### src/rtl/pipeline_sched.sv
// pipeline_sched: stall/flush/redirect sequencer for the 5-stage CPU.
// Owns per-stage stall/flush, PC redirect, EPC/cause and interrupt entry/return.
// Optional feature macro: SCHED_EXT_INT_EN adds a level-sensitive external
// interrupt input (sci_ext_int/sci_ext_cause) taken just below software INT.
// Outputs are combinational from the registered state plus the current inputs;
// state, stall counter, epc and cause are registers.
module pipeline_sched #(
  parameter logic [15:0] HANDLER_ADDR = 16'h0008,
  parameter logic [3:0]  ERET_ID      = 4'hF
) (
  input  logic        clk,
  input  logic        rst,
  input  logic        sci_mem_pause,
  input  logic        sci_id_pause,
  input  logic [3:0]  sci_id_sched_type,
  input  logic [3:0]  sci_id_sched_count,
  input  logic        sci_branch,
  input  logic [15:0] sci_branch_pc,
  input  logic        sci_int,
  input  logic [3:0]  sci_int_id,
  input  logic [15:0] sci_id_addr,
`ifdef SCHED_EXT_INT_EN
  input  logic        sci_ext_int,
  input  logic [3:0]  sci_ext_cause,
`endif
  output logic [4:0]  sco_stall,
  output logic [4:0]  sco_flush,
  output logic        sco_pc_sel,
  output logic [15:0] sco_new_pc,
  output logic [15:0] sco_epc,
  output logic [7:0]  sco_cause,
  output logic        sco_busy
);

  localparam logic [3:0] SCHED_PAUSE_FOR_LW = 4'd1;
  localparam logic [3:0] SCHED_PAUSE_N      = 4'd2;

  // Stall/flush bit patterns: [0]PC [1]IF/ID [2]ID/EX [3]EX/MEM [4]MEM/WB
  localparam logic [4:0] MEM_STALL   = 5'b00001;
  localparam logic [4:0] MEM_FLUSH   = 5'b00010;
  localparam logic [4:0] LD_STALL    = 5'b00011;
  localparam logic [4:0] LD_FLUSH    = 5'b00100;
  localparam logic [4:0] INT_FLUSH   = 5'b00110;
  localparam logic [4:0] JUMP_FLUSH  = 5'b00010;

  typedef enum logic [1:0] {
    ST_RUN      = 2'd0,
    ST_STALL    = 2'd1,
    ST_INT_SAVE = 2'd2,
    ST_INT_JUMP = 2'd3
  } state_t;

  state_t      state_q, state_d;
  logic [3:0]  cnt_q, cnt_d;
  logic [15:0] epc_q, epc_d;
  logic [7:0]  cause_q, cause_d;

  logic [4:0]  stall_s;
  logic [4:0]  flush_s;
  logic        pc_sel_s;
  logic [15:0] new_pc_s;
  logic [3:0]  pause_rem_s;

  // PAUSE_N with count 0 behaves as a one-cycle pause; remaining cycles after this one.
  assign pause_rem_s = (sci_id_sched_count == 4'd0) ? 4'd0 : (sci_id_sched_count - 4'd1);

  // Next-state and per-cycle control outputs, one action per cycle by priority.
  always_comb begin
    state_d  = state_q;
    cnt_d    = cnt_q;
    epc_d    = epc_q;
    cause_d  = cause_q;
    stall_s  = 5'b00000;
    flush_s  = 5'b00000;
    pc_sel_s = 1'b0;
    new_pc_s = 16'h0000;
    case (state_q)
      ST_RUN: begin
        if (sci_mem_pause) begin
          // SRAM owned by mem: hold PC, bubble IF/ID, defer everything else.
          stall_s = MEM_STALL;
          flush_s = MEM_FLUSH;
        end else if (sci_int && (sci_int_id != ERET_ID)) begin
          flush_s = INT_FLUSH;
          epc_d   = sci_id_addr + 16'd1;
          cause_d = {4'h0, sci_int_id};
          state_d = ST_INT_SAVE;
        end else if (sci_int) begin
          // ERET: return to the saved PC immediately.
          pc_sel_s = 1'b1;
          new_pc_s = epc_q;
          flush_s  = JUMP_FLUSH;
`ifdef SCHED_EXT_INT_EN
        end else if (sci_ext_int) begin
          // Instruction in id is discarded and re-executed after return.
          flush_s = INT_FLUSH;
          epc_d   = sci_id_addr;
          cause_d = {4'h8, sci_ext_cause};
          state_d = ST_INT_SAVE;
`endif
        end else if (sci_id_pause && (sci_id_sched_type == SCHED_PAUSE_FOR_LW)) begin
          stall_s = LD_STALL;
          flush_s = LD_FLUSH;
        end else if (sci_id_pause && (sci_id_sched_type == SCHED_PAUSE_N)) begin
          stall_s = LD_STALL;
          flush_s = LD_FLUSH;
          cnt_d   = pause_rem_s;
          if (pause_rem_s != 4'd0) begin
            state_d = ST_STALL;
          end else begin
            state_d = ST_RUN;
          end
        end else if (sci_branch) begin
          // Delay slot is kept, so no flush on a taken branch.
          pc_sel_s = 1'b1;
          new_pc_s = sci_branch_pc;
        end else begin
          state_d = ST_RUN;
        end
      end
      ST_STALL: begin
        if (sci_mem_pause) begin
          // Counter holds so mem pauses extend rather than consume the stall.
          stall_s = MEM_STALL;
          flush_s = MEM_FLUSH;
        end else begin
          stall_s = LD_STALL;
          flush_s = LD_FLUSH;
          cnt_d   = (cnt_q == 4'd0) ? 4'd0 : (cnt_q - 4'd1);
          if (cnt_q <= 4'd1) begin
            state_d = ST_RUN;
          end else begin
            state_d = ST_STALL;
          end
        end
      end
      ST_INT_SAVE: begin
        // Drain delay slot and the already-fetched instruction.
        flush_s = INT_FLUSH;
        state_d = ST_INT_JUMP;
      end
      ST_INT_JUMP: begin
        if (sci_mem_pause) begin
          stall_s = MEM_STALL;
          flush_s = MEM_FLUSH;
        end else begin
          pc_sel_s = 1'b1;
          new_pc_s = HANDLER_ADDR;
          flush_s  = JUMP_FLUSH;
          state_d  = ST_RUN;
        end
      end
      default: begin
        state_d = ST_RUN;
        cnt_d   = 4'd0;
      end
    endcase
  end

  // Scheduler state, stall counter, and saved EPC/cause registers.
  always_ff @(posedge clk) begin
    if (rst) begin
      state_q <= ST_RUN;
      cnt_q   <= 4'd0;
      epc_q   <= 16'h0000;
      cause_q <= 8'h00;
    end else begin
      state_q <= state_d;
      cnt_q   <= cnt_d;
      epc_q   <= epc_d;
      cause_q <= cause_d;
    end
  end

  assign sco_stall  = stall_s;
  assign sco_flush  = flush_s;
  assign sco_pc_sel = pc_sel_s;
  assign sco_new_pc = new_pc_s;
  assign sco_epc    = epc_q;
  assign sco_cause  = cause_q;
  assign sco_busy   = (state_q != ST_RUN);

endmodule

### config.mk
export PLATFORM = sky130hd
export DESIGN_NAME = pipeline_sched
export DESIGN_NICKNAME = d
export VERILOG_FILES = /design/src/rtl/pipeline_sched.sv
export SDC_FILE = /design/constraint.sdc
export NUM_CORES = 1
export LEC_CHECK = 0
export BUFFER_PORTS_ARGS = -buffer_cell sky130_fd_sc_hd__buf_2
export CAP_MARGIN = 20
export CORE_ASPECT_RATIO = 2
export CORE_UTILIZATION = 30
export CTS_CLUSTER_SIZE = 30
export DETAILED_ROUTE_END_ITERATION = 8
export MAX_ROUTING_LAYER = met4
export PLACE_DENSITY = 0.65
export SLEW_MARGIN = 30
export SYNTH_ARGS = -nofsm -noshare
export SYNTH_HDL_FRONTEND = slang
export SYNTH_SLANG_ARGS = --single-unit
### constraint.sdc
create_clock -name clk -period 5 [get_ports clk]
set_input_delay 0.25 -clock clk [delete_from_list [all_inputs] [get_ports clk]]
set_output_delay 0.25 -clock clk [all_outputs]
set_load 0.1 [all_outputs]
Yosys cells after proc, flatten, opt, wreduce, memory -nomap -nowiden
Cells that the tools add are included.
Word-level totals
  output and inout port bits: 52
  register bits after elaboration: 26
  word-level logic and storage cells: 88
  bits of input ports: 50
Operators by class
  bitwise gates (word level): 1
  mux-type cells: 51
  reduce and logical (&&, ||, !) cells: 12
  equality and inequality tests: 16
  add/subtract/negate cells: 3
  order comparisons: 1
Operators with widths (count)
  $mux W16: 6
  $mux W4: 9
  $pmux W16 S2: 1
  $mux W2: 14
  $pmux W5 S4: 1
  $mux W3: 6
  $add A16 B1 Y16 const B: 1
  $ne A2 B2 Y1 const B: 7
  $mux W1: 10
  $logic_not A4 Y1: 2
  $ne A4 B4 Y1 const B: 2
  $pmux W2 S4: 1
  $pmux W4 S2: 1
  $sub A4 B1 Y4 const B: 2
  $reduce_and A7 Y1: 1
  $ne A3 B3 Y1 const B: 2
  $pmux W2 S3: 1
  $reduce_and A6 Y1: 1
  $eq A2 B2 Y1 const B: 2
  $eq A4 B1 Y1 const B: 1
  $eq A4 B2 Y1 const B: 1
  $le A4 B1 Y1 const B: 1
  $reduce_bool A2 Y1: 2
  $reduce_bool A4 Y1: 1
  other kinds (6): 8

Longest topological paths before layout
Gate-level depths: netlist of run 1.
  depth in word-level cells: 10
  depth in mapped cells: 7
  depth with buffers taken out: 6

Worst setup path before layout of run 1
No wires, ideal clock.
  path kind: flip-flop to output port
  start point: register epc_q[6], in the netlist sco_epc[6]
  end point: output sco_new_pc[6]
  required time: 4.750 ns
  arrival time: 3.271 ns
  path slack: 1.479 ns
  cell stages (with the launch flop): 3
  buffers on the path: 0
  cells stage by stage: dfxtp_1 > a22oi_1 > nor3_1
On the way
  cells in the longest elaborated chain, start to end: 4
Ends and longest elaborated chain
  start: declaration: RTL line 55  | logic [15:0] epc_q, epc_d;
  start signal: assignment: RTL line 170  | epc_q <= epc_d;
  $mux W16: RTL line 88  | end else if (sci_int) begin
  $mux W16: RTL line 83  | end else if (sci_int && (sci_int_id != ERET_ID)) begin
  $mux W16: RTL line 79  | if (sci_mem_pause) begin
  $pmux W16 S2: RTL line 77  | case (state_q)
  end: declaration: RTL line 29  | output logic [15:0] sco_new_pc,
No other way between the ends.

Worst setup path in the final report of run 1
  start point: register state_q[0]
  end point: output sco_new_pc[5]
On the way
  cells in the longest elaborated chain, start to end: 2
  elaborated cells on any way between the ends: 3
  those cells by class: eq/ne: 1; mux: 1; reduce/logical: 1
Ends and longest elaborated chain
  start: declaration: RTL line 53  | state_t state_q, state_d;
  start signal: assignment: RTL line 168  | state_q <= state_d;
  $eq A2 B2 Y1 / $logic_not A2 Y1 (equally long branches): RTL line 77
  $pmux W16 S2 *: RTL line 77
Mark *: on every way between the ends. The rest lies on a longest branch, timed or not.

==> results.md, run 1 <==
- The peak clock frequency supported by timing is 0.3549 GHz.
- The flip-flop and latch count after synthesis is 26.
- The final route contains 2103 vias.
- In this run the power spent charging and discharging nets is 803.5 uW.
- The number of input and output port buffers inserted is 91.
- The tool flagged a number of max-cap violations equal to 0.
- Counting tap cells, the placed design contains a total of 409 instances.
- For the pin with the worst max-slew slack, the measured transition is 0.5917 ns.
- Dividing the synthesized area by the synthesized cell count gives 7.885 sq um.
- The cell with the largest stage delay on the worst path is sky130_fd_sc_hd__or3_1.
- Global routing finished with a remaining overflow of 0.
- The final critical-path share of the clock period is 0.5635.
- The share of total power dissipated in the clock network is 0.146.
- The number of nets at the end of the flow is 383.
- In the global route stage, overall resource usage came out at 0.1880.
- The count of final hold-check violations was 0.
- Summed over all failing endpoints, the final setup total negative slack is 0 ns.
- The detailed router finished its first iteration with 98 violations.
- STA classifies the critical path endpoint as an output port.
- After detailed routing, the number of remaining DRC violations is 0.
- The leakage power summed over all cells is 0.001087 uW.
- The final layout contains routed wiring with a total length of 6207 um.
- For the worst setup path, the data required time is 4.75 ns.
- The count of antenna diodes in the layout is 0.
- The combinational power share is 0.647.
- Entering global routing, the biggest net connects 36 pins.
- Yosys mapped a number of flops with a built-in enable equal to 0.
- Counting distinct cell types in the post-synthesis netlist gives 46.
- The hold-fix buffer count after cts is 0.
- The number of buffers inserted during clock tree synthesis is 3.
- STA puts the critical path data arrival time at 2.57 ns.
- The insertion delay of the later-clocked pin in the worst-skew pair is 0.26 ns.
- Synthesis handed over a netlist of 245 instances.
- The share of power burned in registers is 0.207.
- The number of primary I/O pins is 102.
- Setup violations remaining at the end of the flow were counted as 0.
- The min-delay analysis places its worst path in the category in2reg.
- The total area inside the core boundary comes to 6259 sq um.
- Of the cells placed in the final design, the portion with a size suffix greater than 1 is 0.3180.
- Setup repair after global routing left no endpoint under its margin.
- The post-route minimum period is 2.817 ns.
- In this run the number of H-tree levels came out at 1.
- The maximum clock insertion buffer count is 2.
- The floorplan has 41 rows.
- The number of detailed-routing iterations run before antenna repair is 6.
- The maximum fanout along the worst path is 15.
- The primary flip-flop cell chosen by synthesis mapping is sky130_fd_sc_hd__dfxtp_1.
- The final weighted congestion in routability-driven placement is 0.9276.
- Clock skew on the completed layout was measured at 0.002671 ns.
- Dividing total power by cell area gives a power density of 535.5 nW/um^2.
- For this run, the number of Yosys warnings is 0.
- The vertical die dimension is 115.5 um.
- After routing the design area is 2485 sq um.
- The global-route wire length before repair is 9342 um.
- Clock-pin slew was measured on the worst setup and hold paths at 0.06 ns.
- Counting both buffers and inverters, the worst setup path holds a total of 2.
- The internal power of the cells is 527.1 uW.
- The final max-slew violation count is 0.
- Summing all flip-flop and latch instances after layout gives 520.5 sq um.
- The die covers 6784 sq um.
- The clock sink total is 26.
- The area growth from synthesis to layout is 28.63%.
- VDD sags by at most 132.9 uV.
- The die is 58.74 um wide.
- The number of instances resized during post-cts repair is 0.
- After legalization and detailed placement, the total HPWL measured 5040 um.
- Buffers added to address setup during post-CTS repair amount to 0.
- The longest individual stage delay on the worst path is 0.60 ns.
- The power consumption is 1331 uW.
- The initial antenna violation count is 0.
- Counting the fill cells in the layout gives 702.
- The final-layout worst hold slack is 0.2067 ns.
- The routed length per instance is 15.03 um.
- The count of placed standard cells in the final layout, fillers left out is 413.
- The share of synthesized registers carrying an async set or reset is 0.
- Summing every instance area after synthesis gives 1932 sq um.
- In this run the tightest slew margin relative to its limit is 0.6022.
- Walking the worst path, the cells encountered are inv_1, ha_1, nand2b_1, or3_1, nor2_1, buf_2.
- For this configuration, the core starts out at a cell density of 0.3087.
- The buffer type at the clock tree root is sky130_fd_sc_hd__clkbuf_16.
- TritonCTS built the clock tree.
- The kind of cell with the highest combined delay along the critical path is simple AND/OR/NAND/NOR gates.
- The switching share of power is 0.6039.
- The critical setup path kind is reg2out.
- The share of the Yosys chip area taken by registers is 0.2694.
- The post-place instance area is 2396 sq um.
- Once detail routing completed, the nets flagged for antenna violations numbered 0.
- The via count of the first global-routing pass is 1900.
- The run finished with clean final reports.
- In the routed layout, each cell is associated on average with a via count of 5.092.
- The multi-input combinational cells in the finished layout cover a total of 1264 sq um.
- The kind of launch point of the worst setup path is a flop.
## per-stage QoR
step | utilization | setup slack (ns)
6_report | 0.3970 | 2.183
4_1_cts | 0.3970 | 2.173
3_5_place_dp | 0.3828 | 2.458
2_1_floorplan | - | 1.479
5_1_grt | 0.3970 | 1.975
3_3_place_gp | 0.3828 | 2.528
## registers in the layout (all words and copies together), names as in the netlist
signal / count
state_q: 2
sco_cause: 4
cnt_q: 4
sco_epc: 16
## layout make-up
class | count | area share
Multi-Input combinational cell | 195 | 0.5086
Clock buffer | 4 | 0.03575
Inverter | 9 | 0.01360
Tap cell | 86 | 0.04330
Sequential cell | 26 | 0.2095
Timing Repair Buffer | 93 | 0.1893
## cells in the mapped netlist (4+ instances only)
cell	count	area, sq um
sky130_fd_sc_hd__a21oi_1	9	45.04
sky130_fd_sc_hd__nor2_1	39	146.4
sky130_fd_sc_hd__clkbuf_1	7	26.28
sky130_fd_sc_hd__and4_1	4	35.03
sky130_fd_sc_hd__a211oi_1	14	105.1
sky130_fd_sc_hd__nand2_1	6	22.52
sky130_fd_sc_hd__mux2i_1	6	60.06
sky130_fd_sc_hd__a22oi_1	17	127.6
sky130_fd_sc_hd__dfxtp_1	26	520.5
sky130_fd_sc_hd__nand3_1	5	25.02
sky130_fd_sc_hd__xnor2_1	7	61.31
sky130_fd_sc_hd__ha_1	5	62.56
sky130_fd_sc_hd__buf_4	13	97.59
sky130_fd_sc_hd__inv_1	9	33.78
sky130_fd_sc_hd__nand4_1	7	43.79
sky130_fd_sc_hd__o21ai_0	8	40.04
sky130_fd_sc_hd__xor2_1	8	70.07
sky130_fd_sc_hd__nor3_1	11	55.05
## cells in the final DEF (no fill, tap or decap), types with 2 or more instances in the layout
cell type,synthesis,routed
sky130_fd_sc_hd__conb_1,1,10
sky130_fd_sc_hd__mux2i_1,6,6
sky130_fd_sc_hd__nand3_1,5,5
sky130_fd_sc_hd__nor2_1,39,39
sky130_fd_sc_hd__o21ai_0,8,8
sky130_fd_sc_hd__o21a_1,2,2
sky130_fd_sc_hd__ha_1,5,5
sky130_fd_sc_hd__nand2_1,6,6
sky130_fd_sc_hd__clkbuf_16,0,3
sky130_fd_sc_hd__a2111oi_0,2,2
sky130_fd_sc_hd__buf_4,13,2
sky130_fd_sc_hd__a211oi_1,14,14
sky130_fd_sc_hd__or2b_1,2,2
sky130_fd_sc_hd__and3_1,3,3
sky130_fd_sc_hd__buf_2,3,91
sky130_fd_sc_hd__nand2b_1,3,3
sky130_fd_sc_hd__nor3_1,11,11
sky130_fd_sc_hd__a31oi_1,2,2
sky130_fd_sc_hd__dfxtp_1,26,26
sky130_fd_sc_hd__nand4_1,7,7
sky130_fd_sc_hd__o21bai_1,2,2
sky130_fd_sc_hd__xnor2_1,7,7
sky130_fd_sc_hd__o311a_2,2,2
sky130_fd_sc_hd__a21oi_1,9,9
sky130_fd_sc_hd__xor2_1,8,8
sky130_fd_sc_hd__a22oi_1,17,17
sky130_fd_sc_hd__and4_1,4,4
sky130_fd_sc_hd__o31ai_1,3,3
sky130_fd_sc_hd__nor4_1,2,2
sky130_fd_sc_hd__o32ai_1,2,2
sky130_fd_sc_hd__inv_1,9,9
## cells by family (layout without fill, tap and decap cells)
logic type,Yosys count,after routing,synth area share
other,1,10,0.001941
AOI/OAI and AO/OA,70,70,0.2662
xor gates and xnor gates,15,15,0.06801
muxes,6,6,0.03109
adders and majority gates,5,5,0.03238
and+or+nand+nor,89,89,0.2370
DFF,26,26,0.2694
buffers and inverters,33,106,0.09391
## metal layers
| metal | track usage | up-vias | wire length (um) |
|---|---|---|---|
| met3 | 0.01897 | 13 | 237 |
| met4 | 0.09048 | 0 | 235 |
| met1 | 0.1865 | 957 | 2235 |
| met2 | 0.3508 | 75 | 3497 |
| met5 | - | - | 0 |
| li1 | - | 1058 | - |
## worst paths after layout
path / cells past startpoint / startpoint / slack (ns) / to
worst min register to register: 2 / sco_cause[3] / 0.49 / sco_cause[3]
worst max-delay path: 6 / state_q[0] / 2.18 / sco_new_pc[5]
worst max register to register: 6 / state_q[0] / 2.96 / cnt_q[1]
worst min-delay path: 2 / sci_id_addr[0] / 0.21 / sco_epc[0]
## power groups by stage
stage | Combinational [uW] | Sequential [uW] | Clock (uW)
2_1_floorplan | 541 | 468 | 0
3_3_place_gp | 858 | 279 | 0
3_5_place_dp | 862 | 281 | 0
4_1_cts | 863 | 276 | 197
5_1_grt | 905 | 281 | 209
6_report | 860 | 276 | 194
Power figures use the tool's default switching activity.
==> inputs of run 2 (changes only) <==
==> constraint.sdc (replaced) <==
create_clock -name clk -period 2.9 [get_ports clk]
set_input_delay 0.145 -clock clk [delete_from_list [all_inputs] [get_ports clk]]
set_output_delay 0.145 -clock clk [all_outputs]
set_load 0.1 [all_outputs]
==> run 2 against run 1 <==
Net effect:
- clock skew about the same
- first-iteration DRC count decreased by 28%
- non-clock buffer count increased by 1
- die area unchanged
- largest power group unchanged
==> results.md, run 2 (synthesized netlist as in run 1, its figures left out) <==
- The buffer type at the clock tree root was sky130_fd_sc_hd__clkbuf_16 (unchanged).
- The maximum level of the CTS H-tree came to 1 (unchanged).
- Worst path cell trace: inv_1, ha_1, nand2b_1, or3_4, nor2_1, buf_2 (was inv_1, ha_1, nand2b_1, or3_1, nor2_1, buf_2).
- The number of flip-flops under the largest register name came to 16 (unchanged).
- The critical path buffer and inverter count is 2 (unchanged).
- The cell with the largest stage delay on the worst path is sky130_fd_sc_hd__or3_4 (was sky130_fd_sc_hd__or3_1).
- The global-route wire length before repair is 9218 um (was 9342 um).
- The power consumption is 2294 uW (was 1331 uW).
- The number of filler instances in the final layout is 694 (was 702).
- The timing endpoint of the critical path is sco_new_pc[2] (was sco_new_pc[5]).
- The clock-pin slew reported for the worst setup and hold paths after clock tree synthesis is 0.06 ns (about the same).
- The flop-to-flop setup slack is 0.83 ns (was 2.96 ns).
- The post-route minimum period is 2.570 ns.
- The count of final hold-check violations came to 0 (unchanged).
- Timing would allow up to 0.3891 GHz.
- The worst vdd rail ir drop is 334.4 uV (was 132.9 uV).
- The clock sink total is 26 (unchanged).
- The CTS tree is yes (unchanged).
- The number of primary I/O pins is 102 (unchanged).
- The fraction of layout instances using a drive strength above 1 was 0.3333 (was 0.3180).
- The violation count after the first detailed-routing iteration is 71 (was 98).
- The starting utilization of the core area is 0.3087 (unchanged).
- RSZ-0062 raised after global routing: false (unchanged).
- The floorplan core area is 6259 sq um (unchanged).
- The largest net degree at the start of global routing came to 36 (unchanged).
- The power density normalized to cell area is 914.8 nW/um^2 (was 535.5 nW/um^2).
- The final setup slack of the worst path is 0.3299 ns (was 2.183 ns).
- The initial antenna violation count is 0 (unchanged).
- The endpoint of the lowest-slack register-to-register path was sco_cause[3] (was cnt_q[1]).
- The hold-fix buffer count after cts was 0 (unchanged).
- The via count of the first global-routing pass was 1913 (was 1900).
- Highest-count cells in the layout ignoring fill and taps: 90 x sky130_fd_sc_hd__buf_2, 39 x sky130_fd_sc_hd__nor2_1, 26 x sky130_fd_sc_hd__dfxtp_1 (was 91 x sky130_fd_sc_hd__buf_2, 39 x sky130_fd_sc_hd__nor2_1, 26 x sky130_fd_sc_hd__dfxtp_1).
- The slew at the pin closest to its max-slew limit is 0.5123 ns (was 0.5917 ns).
- The worst clock skew on the final layout was 0.003163 ns (was 0.002671 ns).
- The final weighted congestion in routability-driven placement is 0.9132 (was 0.9276).
- The element type at the critical path end was an output port (unchanged).
- The startpoint of the most critical register-to-register path was state_q[0] (unchanged).
- The vertical die dimension is 115.5 um (unchanged).
- The kind of launch point of the worst setup path was a flop (unchanged).
- The cell type group with the largest total delay on the critical path is simple AND/OR/NAND/NOR gates (unchanged).
- The final critical-path share of the clock period is 0.8862.
- The maximum fanout along the worst path came to 15 (unchanged).
- The critical setup path kind is reg2out (unchanged).
- The most common cell after layout, fill and taps aside is sky130_fd_sc_hd__buf_2 (unchanged).
- The number of violations of the max-capacitance limit is 0 (unchanged).
- Result of the run: finished, final reports clean (unchanged).
- The critical path required time was 2.76 ns (was 4.75 ns).
- The insertion delay of the later-clocked pin in the worst-skew pair was 0.26 ns (about the same).
- The count of vias placed by the detailed router is 2137 (was 2103).
- The worst slack at placement is 0.3753 ns (was 2.458 ns).
- The number of nets still failing antenna checks after routing is 0 (unchanged).
- The average via count per standard cell is 5.174 (was 5.092).
- The total number of placement rows is 41 (unchanged).
- The final max-slew violation count came to 0 (unchanged).
- The number of gates on the worst path with buffers counted was 6 (unchanged).
- The maximum clock insertion buffer count is 2 (unchanged).
- The worst endpoint data arrival time is 2.43 ns (was 2.57 ns).
- The sequential standard cell area is 520.5 sq um (unchanged).
- The horizontal die dimension is 58.74 um (unchanged).
- The routed length per instance came to 14.49 um (was 15.03 um).
- The number of buffers inserted during clock tree synthesis is 3 (unchanged).
- The number of input and output port buffers inserted was 91 (unchanged).
- The detailed-placement wirelength estimate is 4848 um (was 5040 um).
- The cell depth of the worst flop-to-flop path is 7 (was 6).
- The final routed wirelength across all metal layers is 5984 um (was 6207 um).
- The area of the multi-input gates is 1290 sq um (was 1264 sq um).
- The count of antenna diodes in the layout came to 0 (unchanged).
- The post-route setup TNS is 0 ns (unchanged).
- The area overhead of the layout relative to synthesis is 29.79% (was 28.63%).
- The total DRC errors in the routed layout is 0 (unchanged).
- The kind of path behind the tightest hold check is in2reg (unchanged).
- The final number of setup-violating endpoints is 0 (unchanged).
- The remaining global-route overflow came to 0 (unchanged).
- The beginning of the critical path is state_q[0] (unchanged).
- The relative max-transition margin is 0.6608 (was 0.6022).
- The number of nets at the end of the flow was 384 (was 383).
- The number of detailed-routing iterations run before antenna repair is 5 (was 6).
- The area of the die came to 6784 sq um (unchanged).
- The leakage power summed over all cells is 0.001090 uW (was 0.001087 uW).
- The global router's overall resource usage is 0.1858 (was 0.1880).
- The longest individual stage delay on the worst path is 0.49 ns (was 0.60 ns).
run 2: per-stage QoR:
| step | hold slack, ns | cell area, sq um | instances | util |
|---|---|---|---|---|
| detailed placement | 0.3906 | 2425 | 410 | 0.3874 |
| CTS | 0.1100 | 2500 | 413 | 0.3994 |
| global route | 0.1299 | 2507 | 413 | 0.4006 |
| global placement | 0.3840 | 2425 | 410 | 0.3874 |
| finish | 0.1111 | 2507 | 413 | 0.4006 |
| floorplan | 0.2407 | 1987 | 254 | - |
run 2: cell type report:
| cell class | count | area share |
|---|---|---|
| sequential | 26 | 0.2076 |
| multi-input combinational | 195 | 0.5145 |
| timing repair buffer | 94 | 0.1916 |
| tap | 86 | 0.04291 |
| clock buffer | 3 | 0.02994 |
| inverter | 9 | 0.01347 |
run 2: routing by layer:
metal / part of all wire / GRT usage / vias to the layer above
met5: 0 / - / -
met4: 0.040 / 0.1206 / 0
li1: - / - / 1057
met3: 0.035 / 0.01339 / 17
met1: 0.37 / 0.1834 / 976
met2: 0.55 / 0.3364 / 87
run 2: worst min-delay path by stage:
stage | start | to | depth (start not counted)
6_report | sci_id_addr[0] | sco_epc[0] | 2
5_1_grt | sci_id_addr[0] | sco_epc[0] | 2
4_1_cts | sci_id_addr[0] | sco_epc[0] | 2
3_5_place_dp | sci_id_addr[0] | sco_epc[0] | 2
3_3_place_gp | sci_id_addr[0] | sco_epc[0] | 2
2_1_floorplan | sci_id_addr[0] | sco_epc[0] | 1
run 2: power by group:
group / leakage, uW / switching, uW / internal, uW
clock network: 0.0000370 / 121 / 183
logic: 0.000841 / 1220 / 292
registers: 0.000213 / 54.3 / 420
total: 0.00109 / 1400 / 894
run 2: repair_timing:
action	in CTS	in global routing
endpoints found under the hold margin	0	0
setup buffers	0	0
gates resized for setup	0	2
endpoints found under the setup margin	0	9
==> inputs of run 3 (changes only) <==
--- a/config.mk
+++ b/config.mk
@@ -11,6 +11,7 @@
 export CORE_UTILIZATION = 30
 export CTS_CLUSTER_SIZE = 30
 export DETAILED_ROUTE_END_ITERATION = 8
+export HOLD_SLACK_MARGIN = 0.15
 export MAX_ROUTING_LAYER = met4
 export PLACE_DENSITY = 0.65
 export SLEW_MARGIN = 30
==> run 3 against run 2 <==
Net effect:
- sequential share of layout area fell by 0.16 points
- total power barely moved
- design area rose by 0.80%
- count of clock-buffer cells in the layout did not move
- worst hold slack improved by 0.048 ns
- clock skew barely moved
- critical endpoint unchanged
==> results.md, run 3 (synthesized netlist as in run 1, its figures left out) <==
- Result of the run: finished, final reports clean (unchanged).
- The initial antenna violation count is 0 (unchanged).
- The relative max-transition margin came to 0.6608 (unchanged).
- The via count of the first global-routing pass is 1933 (was 1913).
- The worst clock skew on the final layout was 0.003166 ns (was 0.003163 ns).
- The floorplan core area is 6259 sq um (unchanged).
- The post-route minimum period is 2.569 ns (was 2.570 ns).
- The count of buffers added by post-CTS timing repair for setup is 0 (unchanged).
- The final weighted congestion in routability-driven placement is 0.9132 (unchanged).
- The number of detailed-routing iterations run before antenna repair is 4 (was 5).
- The detailed-placement wirelength estimate came to 4848 um (unchanged).
- The number of primary I/O pins came to 102 (unchanged).
- The area of the die is 6784 sq um (unchanged).
- The area overhead of the layout relative to synthesis is 30.83% (was 29.79%).
- The final routed wirelength across all metal layers is 6004 um (was 5984 um).
- The clock-pin slew reported for the worst setup and hold paths after clock tree synthesis is 0.06 ns (about the same).
- The number of input and output port buffers inserted is 91 (unchanged).
- The post-place instance area is 2425 sq um (unchanged).
- The global router's overall resource usage is 0.1867 (was 0.1858).
- The buffer type at the clock tree root was sky130_fd_sc_hd__clkbuf_16 (unchanged).
- The most common cell after layout, fill and taps aside is sky130_fd_sc_hd__buf_2 (unchanged).
- The count of final hold-check violations is 0 (unchanged).
- The sequential standard cell area came to 520.5 sq um (unchanged).
- The maximum level of the CTS H-tree came to 1 (unchanged).
- The maximum fanout along the worst path was 15 (unchanged).
- The count of antenna diodes in the layout is 0 (unchanged).
- The maximum clock insertion buffer count was 2 (unchanged).
- The slew at the pin closest to its max-slew limit came to 0.5123 ns (about the same).
- The number of flip-flops under the largest register name came to 16 (unchanged).
- The number of violations of the max-capacitance limit is 0 (unchanged).
- The insertion delay of the later-clocked pin in the worst-skew pair was 0.26 ns (about the same).
- The average via count per standard cell was 5.173 (was 5.174).
- The kind of path behind the tightest hold check is in2reg (unchanged).
- The critical setup path kind is reg2out (unchanged).
- The fraction of layout instances using a drive strength above 1 came to 0.3313 (was 0.3333).
- RSZ-0062 raised after global routing: false (unchanged).
- The post-route setup TNS is 0 ns (unchanged).
- The vertical die dimension was 115.5 um (unchanged).
- The starting utilization of the core area is 0.3087 (unchanged).
- The final number of setup-violating endpoints is 0 (unchanged).
- The violation count after the first detailed-routing iteration came to 63 (was 71).
- The leakage power summed over all cells is 0.001099 uW (was 0.001090 uW).
- The CTS tree was yes (unchanged).
- The cell with the largest stage delay on the worst path is sky130_fd_sc_hd__or3_4 (unchanged).
- The routed length per instance is 14.47 um (was 14.49 um).
- The largest net degree at the start of global routing is 36 (unchanged).
- The number of nets still failing antenna checks after routing is 0 (unchanged).
- The total number of placement rows came to 41 (unchanged).
- The critical path required time came to 2.76 ns (about the same).
- The cell type group with the largest total delay on the critical path is simple AND/OR/NAND/NOR gates (unchanged).
- Worst path cell trace: inv_1, ha_1, nand2b_1, or3_4, nor2_1, buf_2 (unchanged).
- The longest individual stage delay on the worst path is 0.49 ns (about the same).
- The element type at the critical path end is an output port (unchanged).
- The peak clock frequency supported by timing is 0.3893 GHz (was 0.3891 GHz).
- The worst vdd rail ir drop is 334.3 uV (was 334.4 uV).
- The worst endpoint data arrival time is 2.42 ns (was 2.43 ns).
- The number of buffers inserted during clock tree synthesis is 3 (unchanged).
- The global-route wire length before repair was 9266 um (was 9218 um).
- The area of the multi-input gates is 1290 sq um (unchanged).
- The power density normalized to cell area was 908.4 nW/um^2 (was 914.8 nW/um^2).
- The clock sink total was 26 (unchanged).
- The final critical-path share of the clock period is 0.8858 (was 0.8862).
- The count of vias placed by the detailed router is 2147 (was 2137).
- The critical path buffer and inverter count is 2 (unchanged).
- The total DRC errors in the routed layout is 0 (unchanged).
- The number of filler instances in the final layout is 693 (was 694).
- The horizontal die dimension came to 58.74 um (unchanged).
- The design area is 2527 sq um (was 2507 sq um).
- The remaining global-route overflow was 0 (unchanged).
- The kind of launch point of the worst setup path was a flop (unchanged).
- Highest-count cells in the layout ignoring fill and taps: 90 x sky130_fd_sc_hd__buf_2, 39 x sky130_fd_sc_hd__nor2_1, 26 x sky130_fd_sc_hd__dfxtp_1 (unchanged).
- The final max-slew violation count was 0 (unchanged).
- The number of nets at the end of the flow is 386 (was 384).
## run 3: cell types whose count changed in the layout (fill, tap and decap cells not counted)
cell                            change
sky130_fd_sc_hd__dlygate4sd3_1      +2
## run 3: what timing repair did
item,CTS,global route
resized for setup,0,2
endpoints found under the setup margin,0,9
endpoints found under the hold margin,2,0
hold buffers,2,0
## run 3: layout make-up
cell class,count,area share
tap,86,0.04257
clock buffer,3,0.02970
inverter,9,0.01337
timing repair buffer,96,0.1980
sequential,26,0.2059
multi-input combinational,195,0.5104
## run 3: layer usage
layer	vias up	global-route usage	wire, um
met5	-	-	0
met4	0	0.1206	239
met3	17	0.01339	207
met2	85	0.3394	3310
met1	984	0.1834	2246
li1	1061	-	-
## run 3: path summary, 6_finish.rpt
kind	end	slack, ns	cells after the start	from
min reg2reg	cnt_q[3]	0.49	2	cnt_q[3]
max	sco_new_pc[2]	0.33	6	state_q[0]
min	sco_cause[0]	0.16	3	sci_int_id[0]
max reg2reg	sco_cause[3]	0.83	7	state_q[0]
## run 3: tightest hold or removal path, stage by stage
cell and delay [ns]:
sky130_fd_sc_hd__buf_2 0.10, sky130_fd_sc_hd__mux2i_1 0.07, sky130_fd_sc_hd__nor2_1 0.07
## run 3: power breakdown
group	leakage (uW)	total, uW	switching (uW)	internal, uW
Sequential	0.000213	474	54.3	420
Combinational	0.000849	1520	1220	294
Clock	0.0000370	304	121	183
## run 3: stage by stage
step	utilization	worst slack, ns	hold slack (ns)	power (uW)	instances
2_1_floorplan	-	0.01663	0.2407	1757	254
3_3_place_gp	0.3874	0.5080	0.3840	1973	410
3_5_place_dp	0.3874	0.3753	0.3906	1994	410
4_1_cts	0.4026	0.08720	0.1538	2308	415
5_1_grt	0.4038	0.1750	0.1623	2409	415
6_report	0.4038	0.3310	0.1587	2296	415
